===== config.mk =====
export PLATFORM = sky130hd
export DESIGN_NAME = gf_poly_reducer
export DESIGN_NICKNAME = d
export VERILOG_FILES = /design/src/rtl/gf_poly_reducer.sv
export SDC_FILE = /design/constraint.sdc
export NUM_CORES = 1
export LEC_CHECK = 0
export BUFFER_PORTS_ARGS = -buffer_cell sky130_fd_sc_hd__buf_2
export CELL_PAD_IN_SITES_DETAIL_PLACEMENT = 1
export CELL_PAD_IN_SITES_GLOBAL_PLACEMENT = 1
export CORE_AREA = 2 2 187 134
export CTS_BUF_LIST = sky130_fd_sc_hd__clkbuf_16
export DETAILED_ROUTE_END_ITERATION = 12
export DIE_AREA = 0 0 189 136
export PLACE_DENSITY = 0.75
export SYNTH_ARGS = -nofsm -noshare
export SYNTH_HDL_FRONTEND = slang
export SYNTH_SLANG_ARGS = --single-unit

===== constraint.sdc =====
create_clock -name clk -period 6.3 [get_ports clk]
set_input_delay 0.63 -clock clk [delete_from_list [all_inputs] [get_ports clk]]
set_output_delay 0.63 -clock clk [all_outputs]
set_load 0.01 [all_outputs]

===== src/rtl/gf_poly_reducer.sv =====
// gf_poly_reducer: bit-serial reduction of a 2N-bit carry-less product
// modulo (x^N + poly). One quotient bit is retired per clock, from the top bit down.
//
//   state  | meaning
//   -------+-----------------------------------------------------------
//   IDLE   | waiting for a product/poly pair; in_ready is high
//   REDUCE | clearing rem[N+k] for k = N-1 down to 0, one bit per clock
//   DONE   | result presented with out_valid until the consumer takes it
module gf_poly_reducer #(
  parameter int DATA_WIDTH = 32
) (
  input  logic                    clk,
  input  logic                    rst_n,
  input  logic                    in_valid,
  output logic                    in_ready,
  input  logic [2*DATA_WIDTH-1:0] product,
  input  logic [DATA_WIDTH-1:0]   poly,
  output logic                    out_valid,
  input  logic                    out_ready,
  output logic [DATA_WIDTH-1:0]   result
);

  localparam int N  = DATA_WIDTH;
  localparam int KW = $clog2(N);

  typedef enum logic [1:0] {
    IDLE   = 2'd0,
    REDUCE = 2'd1,
    DONE   = 2'd2
  } state_t;

  state_t          state_q, state_d;
  logic [2*N-1:0]  rem_q, rem_d;
  logic [N-1:0]    poly_q, poly_d;
  logic [KW-1:0]   k_q, k_d;
  logic            out_valid_q, out_valid_d;
  logic [N-1:0]    result_q, result_d;

  logic [N-1:0]    rem_hi;
  logic [2*N-1:0]  modulus;
  logic [2*N-1:0]  step_rem;

  assign rem_hi  = rem_q[2*N-1:N];
  assign modulus = {{(N-1){1'b0}}, 1'b1, poly_q};

  // One division step: cancel coefficient x^(N+k) by xoring in the modulus shifted by k.
  always_comb begin
    step_rem = rem_q;
    if (rem_hi[k_q]) begin
      step_rem = rem_q ^ (modulus << k_q);
    end
  end

  // Next-state and datapath update for the IDLE -> REDUCE -> DONE sequence.
  always_comb begin
    state_d     = state_q;
    rem_d       = rem_q;
    poly_d      = poly_q;
    k_d         = k_q;
    out_valid_d = out_valid_q;
    result_d    = result_q;
    case (state_q)
      IDLE: begin
        if (in_valid) begin
          rem_d   = product;
          poly_d  = poly;
          k_d     = KW'(N - 1);
          state_d = REDUCE;
        end
      end
      REDUCE: begin
        rem_d = step_rem;
        if (k_q == '0) begin
          // Upper half is now zero; the low half is the residue.
          state_d     = DONE;
          out_valid_d = 1'b1;
          result_d    = step_rem[N-1:0];
        end else begin
          k_d = k_q - KW'(1);
        end
      end
      DONE: begin
        // No same-edge hand-off to a new accept: IDLE is always visited.
        if (out_ready) begin
          out_valid_d = 1'b0;
          state_d     = IDLE;
        end
      end
      default: begin
        state_d = IDLE;
      end
    endcase
  end

  // State and datapath registers, cleared asynchronously.
  always_ff @(posedge clk or negedge rst_n) begin
    if (!rst_n) begin
      state_q     <= IDLE;
      rem_q       <= '0;
      poly_q      <= '0;
      k_q         <= '0;
      out_valid_q <= 1'b0;
      result_q    <= '0;
    end else begin
      state_q     <= state_d;
      rem_q       <= rem_d;
      poly_q      <= poly_d;
      k_q         <= k_d;
      out_valid_q <= out_valid_d;
      result_q    <= result_d;
    end
  end

  assign in_ready  = (state_q == IDLE);
  assign out_valid = out_valid_q;
  assign result    = result_q;

endmodule


==> results of run 1 <==
-- worst min-delay path by stage --
stage	start	to	slack, ps	cells after the start
3_3_place_gp	result[7]$_DFFE_PN0P_	result[7]$_DFFE_PN0P_	460	2
5_1_grt	rst_n	poly_q[21]$_DFFE_PN0P_	270	1
4_1_cts	rst_n	poly_q[21]$_DFFE_PN0P_	230	1
6_report	rst_n	poly_q[21]$_DFFE_PN0P_	210	1
3_5_place_dp	result[26]$_DFFE_PN0P_	result[26]$_DFFE_PN0P_	470	2
2_1_floorplan	rst_n	k_q[0]$_DFFE_PN0P_	330	0
-- cells by family after synthesis --
kind of cell,synth area share (%)
flops,37.0
xor+xnor,4.00
compound gates,22.1
buf+inv,4.83
fa+ha+maj,0.408
simple gates,17.3
mux,14.3
-- power breakdown --
group,internal [uW],leakage [uW],total (uW),switching (uW)
clock,624,0.000295,1040,421
sequential,1290,0.00172,1840,548
combinational,1880,0.00279,4730,2850
-- cells in the final DEF (no fill, tap or decap), drive strengths merged, types with 25 or more instances in the layout --
cell,instances
mux2i,46
xor2,25
buf,145
nor3,39
a21o,27
a21oi,36
mux2,28
dfrtp,136
o21ai,87
a221o,44
nand2,192
nor2,53
-- routing by layer --
metal  part of all wire, %  wire length [um]
met1                    46             15600
met3                   8.9              3050
met5                     0                 0
met2                    43             14500
met4                   2.7               932
-- registers in the layout (all words and copies together) (netlist names) --
name / flops
state_q: 2
out_valid: 1
poly_q: 32
result: 32
k_q: 5
rem_q: 64
-- critical path, stage by stage (launching register included) --
cell	delay, ps
dfrtp_1	360
buf_4	270
inv_1	620
nand4_1	640
and2_0	600
a211oi_1	670
o21ai_0	160
a221o_1	320
-- layout make-up --
| type | instances | area share [%] |
|---|---|---|
| clock buffers | 17 | 4.01 |
| clock inverters | 15 | 1.65 |
| inverters | 17 | 0.601 |
| multi-input cells | 791 | 50.6 |
| flip-flops and latches | 136 | 32.1 |
| well taps | 325 | 3.83 |
| repair buffers | 145 | 7.18 |
-- per-stage QoR --
stage / instance area, um^2 / power [uW] / worst slack (ps) / utilization, %
global placement: 10000 / 6340 / 2710 / 41.6
finish: 10600 / 7610 / 2520 / 44.1
CTS: 10600 / 7540 / 2620 / 44.1
floorplan: 9200 / 5050 / 3690 / -
global route: 10600 / 8080 / 2310 / 44.1
detailed placement: 10000 / 6450 / 2640 / 41.6
==> results.md, run 1 <==
* Outcome: complete, no violations
* Die span in y at 136 um
* Post-synth EDFFs at 0
* Die Area at 0.0257 mm^2
* CTS root buf: clkbuf_16
* Synth Net Count at ~1100
* Slew @ Worst Pin at ~1100 ps
* Fillers at ~2800
* Lkg Pwr at 0.00480 uW
* WHS at 212 ps
* Die width at about 190 um
* GR peak layer: met2
* Setup crit start: k_q[4]$_DFFE_PN0P_
* Fraction of layout cells with a size suffix above 1 at 21.9%
* Fin. Hold Viols at 0
* Reg-to-Reg End: rem_q[11]$_DFFE_PN0P_
* Via density at 6.13
* Largest net degree at the start of global routing at a little under 80
* DP Wirelength at around 25 mm
* GPL Wtd Cong at 0.998
* Tot GR Track Use at about 27%
* DRC viols at 0
* Std cell rows at 48
* Clk buf depth at 2
* Syn-to-layout area delta at 15.4%
* Worst EP required at 6620 ps
* Antenna violations before repair at 0
* Post-route clock period utilization at 60.0%
* Worst R2R Path Depth at 7
* CTS Buf Count at 17
* Starting density of the core at between 30% and 40%
* Area of the multi-input gates at 0.00537 mm^2
* Register Area at 0.00341 mm^2
* Final Slew Violations at 0
* Clock transition at path regs at 60 ps
* 1st-iter DRT viols at 902
* Clk Latency, worst-skew pair at about 440 ps
* Post-synth top area cell: dfrtp_1
* Synth Register Bits at 136
* Setup Buffers After CTS at 0
* Post-route ant nets at 0
* TNS Setup at 0 ps
* CTS tree: built
* Maxcap violations at 0
* Synth Flop Type: dfrtp_1
* Worst slew margin at 29.7%
* Cell with the most instances after synthesis: nand2_1
* Met2 usage at 40.1%
* R2R setup slack at approximately 2500 ps
* Via Count at 8862
* Clock sinks at 136
* Mapped Cells at slightly above 1000
* Synth area leaders: dfrtp_1, nand2_1, mux4_2, mux2i_1, a221o_1
* Kind of critical path: reg -> reg
* Port Buf Inserts at roughly 130
* Worst Setup EP: rem_q[11]$_DFFE_PN0P_
* Post-Syn Area at ~0.009 mm^2
* Final non-filler cell total at ~1400
* Async SR Flop Fraction at 100%
* CP startpoint kind: register
* Post-CTS sizing at 0
* CTS Hold Bufs at 0
* Synth top area share at between 30 and 40%
* Grt ovf at 0
* Setup crit end kind: register
* Placed cell count at 1414
* Grt met1 use at 38.4%
* Worst reg2reg path startpoint: k_q[4]$_DFFE_PN0P_
* Max rail drop VDD at between 200 and 300 uV
* Sequential cell area fraction in the yosys report at 37.0%
* Crit path time final at about 3800 ps
* Crit-path max FO at 39
* Nets at 1211
* Syn avg cell area at ~9.0 um^2
* Routed length per instance at 23.6 um
* Final Setup Violations at 0
* Ant diodes at 0
* DRT Pass-1 Iters at 5
* Crit path DAT at 4100 ps
* Synth warnings at 0
* Max H-tree Level at 4
* Fmax at between 200 and 300 MHz
* Core area at between 0.02 and 0.025 mm^2
* Boundary Pins at 134
* GRT met3 Usage at 6.43%
* Hold crit path type: in -> async
* Count of cell types in the netlist at 67
* Routed Wire Length at 34.1 mm
* Clk_skew at 14.2 ps
* Vias in the first global route at 8777
* Top post-synthesis cells by count: nand2_1, dfrtp_1, o21ai_0, clkbuf_1, nor2_1
* RSZ-0062 raised after global routing: false
* First-pass GRT wire length at about 53 mm
* Power Density at 717 mW/mm^2
No activity file was read; power rests on OpenSTA's default activity.
==> inputs of run 2 (changes only) <==
==> constraint.sdc (replaced) <==
create_clock -name clk -period 3.9 [get_ports clk]
set_input_delay 0.39 -clock clk [delete_from_list [all_inputs] [get_ports clk]]
set_output_delay 0.39 -clock clk [all_outputs]
set_load 0.01 [all_outputs]
==> run 2 against run 1 <==
Sequential cell count is the same. Highest routed layer unchanged. Global-route usage grew 0.60 points. Final cell count grew 1.9%. Total power grew 67%.
==> results.md, run 2 (same netlist as run 1, synthesis figures left out) <==
* Crit-path slowest cell: a311oi_1 (was a211oi_1)
* Nets at 1239 (was 1211)
* Final Setup Violations at 0 (unchanged)
* Placed cell count at 1442 (was 1414)
* Crit-path max FO at 29 (was 39)
* RSZ-0062 raised after global routing: false (unchanged)
* Lkg Pwr at 0.00492 uW (was 0.00480 uW)
* Maxcap violations at 0 (unchanged)
* GPL Wtd Cong at 0.992 (was 0.998)
* Clock power share at 13.1% (was 13.7%)
* Max rail drop VDD at 454 uV (was 275 uV)
* Commonest non-fill, non-tap cell in the layout: nand2_1 (unchanged)
* Ant diodes at 0 (unchanged)
* Setup crit end kind: register (unchanged)
* Largest net degree at the start of global routing at 86 (was 77)
* Die span in y at 136 um (unchanged)
* DRT Pass-1 Iters at 5 (unchanged)
* Most used cell, CP: buf_4
* Place WS at 724 ps (was 2640 ps)
* Final non-filler cell total at 1473 (was 1446)
* DRC viols at 0 (unchanged)
* Die width at 189 um (unchanged)
* Syn-to-layout area delta at 17.7% (was 15.4%)
* Most frequent cells in the layout: nand2_1, dfrtp_1, buf_2, o21ai_0, nor2_1 (unchanged)
* Starting density of the core at 38.2% (unchanged)
* Antenna violations before repair at 0 (unchanged)
* CTS tree: built (unchanged)
* Met2 usage at 40.0% (was 40.1%)
* Boundary Pins at 134 (unchanged)
* Outcome: complete, no violations (unchanged)
* Max H-tree Level at 4 (unchanged)
* Psw at 6350 uW (was 3820 uW)
* Setup crit start: k_q[0]$_DFFE_PN0P_ (was k_q[4]$_DFFE_PN0P_)
* Hold crit path type: in -> async (unchanged)
* Post-route ant nets at 0 (unchanged)
* Largest reg by FF count: rem_q (unchanged)
* Setup ws final at 641 ps (was 2520 ps)
* 1st-iter DRT viols at 954 (was 902)
* Final Slew Violations at 0 (unchanged)
* Worst path max stage delay at 760 ps (was 670 ps)
* Post-CTS sizing at 0 (unchanged)
* Sw Ratio at 50.0% (was 50.2%)
* Power Density at 1170 mW/mm^2 (was 717 mW/mm^2)
* Internal Pwr Total at 6360 uW (was 3790 uW)
* WP buf/inv at 2 (unchanged)
* Fin. Hold Viols at 0 (unchanged)
* Clk buf depth at 2 (unchanged)
* Core area at 0.0241 mm^2 (unchanged)
* Kind of critical path: reg -> reg (unchanged)
* Crit path time final at 3260 ps (was 3780 ps)
* Crit path DAT at 3580 ps (was 4100 ps)
* Placement Cell Area at 0.0102 mm^2 (was 0.0100 mm^2)
* Die Area at 0.0257 mm^2 (unchanged)
* Port Buf Inserts at 133 (unchanged)
* Via Count at 8878 (was 8862)
* Fraction of layout cells with a size suffix above 1 at 23.8% (was 21.9%)
* Worst slew margin at 24.1% (was 29.7%)
* TNS Setup at 0 ps (unchanged)
* Grt met1 use at 40.3% (was 38.4%)
* CP startpoint kind: register (unchanged)
* Clk Latency, worst-skew pair at 450 ps (was 440 ps)
* Flop pwr share at 23.5% (was 24.1%)
* CTS Hold Bufs at 0 (unchanged)
* Setup Buffers After CTS at 0 (unchanged)
* Comb pwr share at 63.4% (was 62.2%)
* CTS root buf: clkbuf_16 (unchanged)
* Clock transition at path regs at 60 ps (about the same)
* Std cell rows at 48 (unchanged)
* Routed length per instance at 23.9 um (was 23.6 um)
* Clk_skew at 20.3 ps (was 14.2 ps)
* Max reg flops at 64 (unchanged)
* First-pass GRT wire length at 53.7 mm (was 52.7 mm)
* Routed Wire Length at 35.2 mm (was 34.1 mm)
* Cell area after layout at 0.0108 mm^2 (was 0.0106 mm^2)
* CTS Buf Count at 17 (unchanged)
* Delay-heaviest family, CP: compound AO/OA/AOI/OAI gates (was simple AND/OR/NAND/NOR gates)
* Worst reg2reg path startpoint: k_q[0]$_DFFE_PN0P_ (was k_q[4]$_DFFE_PN0P_)
* Vias in the first global route at 8804 (was 8777)
* DP Wirelength at 25.7 mm (was 24.6 mm)
* Worst EP required at 4220 ps (was 6620 ps)
* Tot GR Track Use at 27.6% (was 27.0%)
* Final core utilization at 45.0% (was 44.1%)
* GR peak layer: met1 (was met2)
* Fmax at 307 MHz (was 265 MHz)
* GRT met3 Usage at 6.14% (was 6.43%)
* CP cell instances: buf_4, buf_4, mux2_2, a311oi_1, a222oi_1, nand2_1, nor3_1, a221o_1 (was buf_4, inv_1, nand4_1, and2_0, a211oi_1, o21ai_0, a221o_1)
* Via density at 6.03 (was 6.13)
* Slew @ Worst Pin at 1140 ps (was 1050 ps)
* Grt ovf at 0 (unchanged)
* Post-route clock period utilization at 83.6% (was 60.0%)
* Clock sinks at 136 (unchanged)
-- run 2: cell types whose count changed in the layout (fill, tap and decap cells not counted), sizes merged --
cell / change
inv: -4
buf: +28
clkinvlp: +2
clkinv: +1
-- run 2: final cells by class --
cell class              instances  area (um^2)
fillers                      2850        13300
multi-input cells             791         5370
flip-flops and latches        136         3410
repair buffers                173          997
clock buffers                  17          425
well taps                     325          407
clock inverters                14          160
inverters                      17         63.8
-- run 2: per-layer routing --
layer  vias to the layer above  wire [um]
met2                       360      14900
met5                         -          0
met4                         0        850
met3                        50       2710
li1                       3988          -
met1                      4480      16700
-- run 2: final timing paths --
kind	slack [ps]	cells after the start	end
worst max-delay path	640	8	rem_q[21]$_DFFE_PN0P_
worst min-delay path	8	1	poly_q[29]$_DFFE_PN0P_
worst max register to register	640	8	rem_q[21]$_DFFE_PN0P_
worst min register to register	470	2	result[11]$_DFFE_PN0P_
max in group asynchronous	3100	2	rem_q[62]$_DFFE_PN0P_
min in group clk	130	3	poly_q[13]$_DFFE_PN0P_
-- run 2: power groups by stage --
stage	Clock (uW)	Combinational [uW]	Sequential (uW)
after detailed placement	0	7820	2970
after CTS	1690	7900	2950
after global placement	0	7680	2930
after global routing	1750	8630	3060
final	1660	8060	2990
after floorplan	0	5560	2590
-- run 2: worst reg2reg max path: cells and delay by family, from the launching register on --
kind	cells	cell delay, ps
mux	1	350
simple gates	2	270
compound gates	3	1210
buf+inv	2	580
flops	1	730
-- run 2: metrics by stage --
step / hold slack, ps / total power, uW
2_1_floorplan: 94.4 / 8150
4_1_cts: 61.8 / 12500
3_3_place_gp: 456 / 10600
5_1_grt: 68.0 / 13400
6_report: 7.92 / 12700
3_5_place_dp: 465 / 10800
==> inputs of run 3 (changes only) <==
==> config.mk (replaced) <==
export PLATFORM = sky130hd
export DESIGN_NAME = gf_poly_reducer
export DESIGN_NICKNAME = d
export VERILOG_FILES = /design/src/rtl/gf_poly_reducer.sv
export SDC_FILE = /design/constraint.sdc
export NUM_CORES = 1
export LEC_CHECK = 0
export ABC_AREA = 1
export BUFFER_PORTS_ARGS = -buffer_cell sky130_fd_sc_hd__buf_2
export CELL_PAD_IN_SITES_DETAIL_PLACEMENT = 1
export CELL_PAD_IN_SITES_GLOBAL_PLACEMENT = 1
export CORE_AREA = 2 2 188 135
export CTS_BUF_LIST = sky130_fd_sc_hd__clkbuf_16
export DETAILED_ROUTE_END_ITERATION = 12
export DIE_AREA = 0 0 190 137
export PLACE_DENSITY = 0.8
export SYNTH_ARGS = -nofsm -noshare
export SYNTH_HDL_FRONTEND = slang
export SYNTH_SLANG_ARGS = --single-unit
==> constraint.sdc (replaced) <==
create_clock -name clk -period 3.4 [get_ports clk]
set_input_delay 0.34 -clock clk [delete_from_list [all_inputs] [get_ports clk]]
set_output_delay 0.34 -clock clk [all_outputs]
set_load 0.01 [all_outputs]
==> run 3 against run 2 <==
Critical path depth is 3 higher. Synthesized cell count rose by 39%. Sequential cell count unchanged. Worst hold slack improved by 79 ps. Wire length down 1.7%. First-iteration DRC count is 19% lower. Design area shrank 1.0%. Total power is 9.4% higher. Count of clock-buffer cells in the layout unchanged. Sequential power increased by 5%. Non-clock buffer count shrank 19. Largest cell class unchanged. Largest power group unchanged.
==> results.md, run 3 <==
* Synth top area share at 36.6% (was 37.0%)
* Async SR Flop Fraction at 100% (unchanged)
* Post-synth EDFFs at 0 (unchanged)
* Nets at 1615 (was 1239)
* Clk buf depth at 2 (unchanged)
* Lkg Pwr at 0.00559 uW (was 0.00492 uW)
* Most frequent cells in the layout: nand2_1, nand3_1, dfrtp_1, buf_2, inv_1 (was nand2_1, dfrtp_1, buf_2, o21ai_0, nor2_1)
* Antenna violations before repair at 0 (unchanged)
* Hold crit path type: in -> reg (was in -> async)
* GPL Wtd Cong at 0.900 (was 0.992)
* Max rail drop VDD at 549 uV (was 454 uV)
* Routed length per instance at 18.7 um (was 23.9 um)
* Final Setup Violations at 0 (unchanged)
* Synth warnings at 0 (unchanged)
* Die Area at 0.0260 mm^2 (was 0.0257 mm^2)
* Largest reg by FF count: rem_q (unchanged)
* WHS at 87.3 ps (was 7.92 ps)
* Max reg flops at 64 (unchanged)
* RSZ-0062 raised after global routing: false (unchanged)
* Top post-synthesis cells by count: nand2_1, nand3_1, dfrtp_1, inv_1, o21ai_0 (was nand2_1, dfrtp_1, o21ai_0, clkbuf_1, nor2_1)
* Final Power at 13900 uW (was 12700 uW)
* Tot GR Track Use at 27.2% (was 27.6%)
* Die width at 190 um (was 189 um)
* Clock sinks at 136 (unchanged)
* Sequential cell area fraction in the yosys report at 36.6% (was 37.0%)
* Post-route ant nets at 0 (unchanged)
* Crit-path max FO at 44 (was 29)
* Starting density of the core at 38.4% (was 38.2%)
* Worst slew margin at 42.8% (was 24.1%)
* CTS Hold Bufs at 1 (was 0)
* CTS tree: built (unchanged)
* Crit path DAT at 3390 ps (was 3580 ps)
* Maxcap violations at 0 (unchanged)
* Post-Syn Area at 0.00930 mm^2 (was 0.00920 mm^2)
* CTS Buf Count at 17 (unchanged)
* Fillers at 3225 (was 2850)
* Fin. Hold Viols at 0 (unchanged)
* TNS Setup at 0 ps (unchanged)
* DP Wirelength at 25.3 mm (was 25.7 mm)
* Ant diodes at 0 (unchanged)
* Max H-tree Level at 4 (unchanged)
* Clk Latency, worst-skew pair at 450 ps (about the same)
* Synth Register Bits at 136 (unchanged)
* Die span in y at 137 um (was 136 um)
* Post-CTS sizing at 0 (unchanged)
* Clk_skew at 11.1 ps (was 20.3 ps)
* 1st-iter DRT viols at 768 (was 954)
* Cell with the most instances after synthesis: nand2_1 (unchanged)
* Syn-to-layout area delta at 15.3% (was 17.7%)
* Std cell rows at 48 (unchanged)
* Area of the multi-input gates at 0.00511 mm^2 (was 0.00537 mm^2)
* Fraction of layout cells with a size suffix above 1 at 14.6% (was 23.8%)
* Clock transition at path regs at 70 ps (was 60 ps)
* CP startpoint kind: register (unchanged)
* Routed Wire Length at 34.5 mm (was 35.2 mm)
* Via Count at 10100 (was 8878)
* Final Slew Violations at 0 (unchanged)
* Commonest non-fill, non-tap cell in the layout: nand2_1 (unchanged)
* DRC viols at 0 (unchanged)
* Synth area leaders: dfrtp_1, nand2_1, nand3_1, inv_1, o21ai_0 (was dfrtp_1, nand2_1, mux4_2, mux2i_1, a221o_1)
* Slew @ Worst Pin at 857 ps (was 1140 ps)
* Placement Cell Area at 0.0101 mm^2 (was 0.0102 mm^2)
* Outcome: complete, no violations (unchanged)
* Via density at 5.45 (was 6.03)
* Worst EP required at 3770 ps (was 4220 ps)
* DRT Pass-1 Iters at 5 (unchanged)
* Vias in the first global route at 10300 (was 8804)
* Grt ovf at 0 (unchanged)
* Largest net degree at the start of global routing at 71 (was 86)
* Power Density at 1300 mW/mm^2 (was 1170 mW/mm^2)
* Post-synth top area cell: dfrtp_1 (unchanged)
* Fmax at 331 MHz (was 307 MHz)
* Port Buf Inserts at 133 (unchanged)
* CTS root buf: clkbuf_16 (unchanged)
* Register Area at 0.00340 mm^2 (was 0.00341 mm^2)
* Syn avg cell area at 6.52 um^2 (was 8.97 um^2)
* Setup Buffers After CTS at 0 (unchanged)
* Count of cell types in the netlist at 35 (was 67)
* Mapped Cells at 1425 (was 1026)
* Kind of critical path: reg -> reg (unchanged)
* First-pass GRT wire length at 55.0 mm (was 53.7 mm)
* Core area at 0.0242 mm^2 (was 0.0241 mm^2)
* Setup crit end kind: register (unchanged)
* Synth Net Count at 1528 (was 1129)
* Synth Flop Type: dfrtp_1 (unchanged)
* Crit path time final at 3020 ps (was 3260 ps)
* Boundary Pins at 134 (unchanged)
* Post-route clock period utilization at 88.8% (was 83.6%)
* Cell area after layout at 0.0107 mm^2 (was 0.0108 mm^2)
-- run 3: changes by cell type after synthesis, moves of 18 or more --
cell	change
nand2_1	+389
nand3_1	+321
inv_1	+63
mux2i_1	-46
a221o_1	-44
o21ai_0	-43
nor3_1	-35
mux2_2	-28
a21o_1	-27
mux4_2	-24
a22oi_1	-18
-- run 3: logic make-up (layout without fill, tap and decap cells) --
group / Yosys count / count (layout) / share of synthesized area (%)
flip-flops: 136 / 136 / 36.6
buffers and inverters: 173 / 273 / 8.48
XOR/XNOR: 19 / 19 / 1.79
AND/OR/NAND/NOR: 992 / 992 / 46.1
adder cells (fa/ha/maj): 3 / 3 / 0.404
AO/OA/AOI/OAI: 102 / 102 / 6.64
-- run 3: worst max-delay path, cell delays in order, from the launching register on --
cell     delay [ps]
dfrtp_1         800
inv_6           270
nor2_1          290
nand2_1         100
nand4_1         100
nand3_1         100
nand2_2         130
nand3_4         210
nand2_2         480
buf_4           290
nor2_1           60
a21oi_1         110
-- run 3: metal layers --
layer	global-route usage, %	up-vias	wire length, um
li1	-	4792	-
met1	37.3	4998	16300
met2	43.8	244	15900
met3	5.21	47	1610
met4	8.05	0	638
met5	0	-	0
-- run 3: metrics by stage --
stage	instances	utilization [%]	setup slack [ps]
after floorplan	1425	-	1300
after global placement	1817	41.7	545
after detailed placement	1817	41.7	426
after CTS	1850	44.3	401
after global routing	1850	44.3	54.3
final	1850	44.3	381
-- run 3: layout make-up --
| type | instances | share of cell area [%] |
|---|---|---|
| inverter | 87 | 3.09 |
| timing repair buffer | 154 | 7.88 |
| tap | 325 | 3.79 |
| clock inverter | 15 | 1.87 |
| sequential | 136 | 31.7 |
| clock buffer | 17 | 3.97 |
| multi-input combinational | 1116 | 47.7 |
-- run 3: worst paths after layout --
check | end | slack (ps) | from | cells past startpoint
min reg2reg | result[15]$_DFFE_PN0P_ | 490 | result[15]$_DFFE_PN0P_ | 2
min | poly_q[26]$_DFFE_PN0P_ | 90 | poly[26] | 3
min in group asynchronous | rem_q[48]$_DFFE_PN0P_ | 480 | rst_n | 2
max | rem_q[44]$_DFFE_PN0P_ | 380 | k_q[0]$_DFFE_PN0P_ | 11
max in group asynchronous | rem_q[3]$_DFFE_PN0P_ | 2140 | rst_n | 3
max reg2reg | rem_q[44]$_DFFE_PN0P_ | 380 | k_q[0]$_DFFE_PN0P_ | 11
-- run 3: where the power goes --
part	internal, uW	switching (uW)
Clock	1230	818
Sequential	2450	696
Combinational	2610	6100
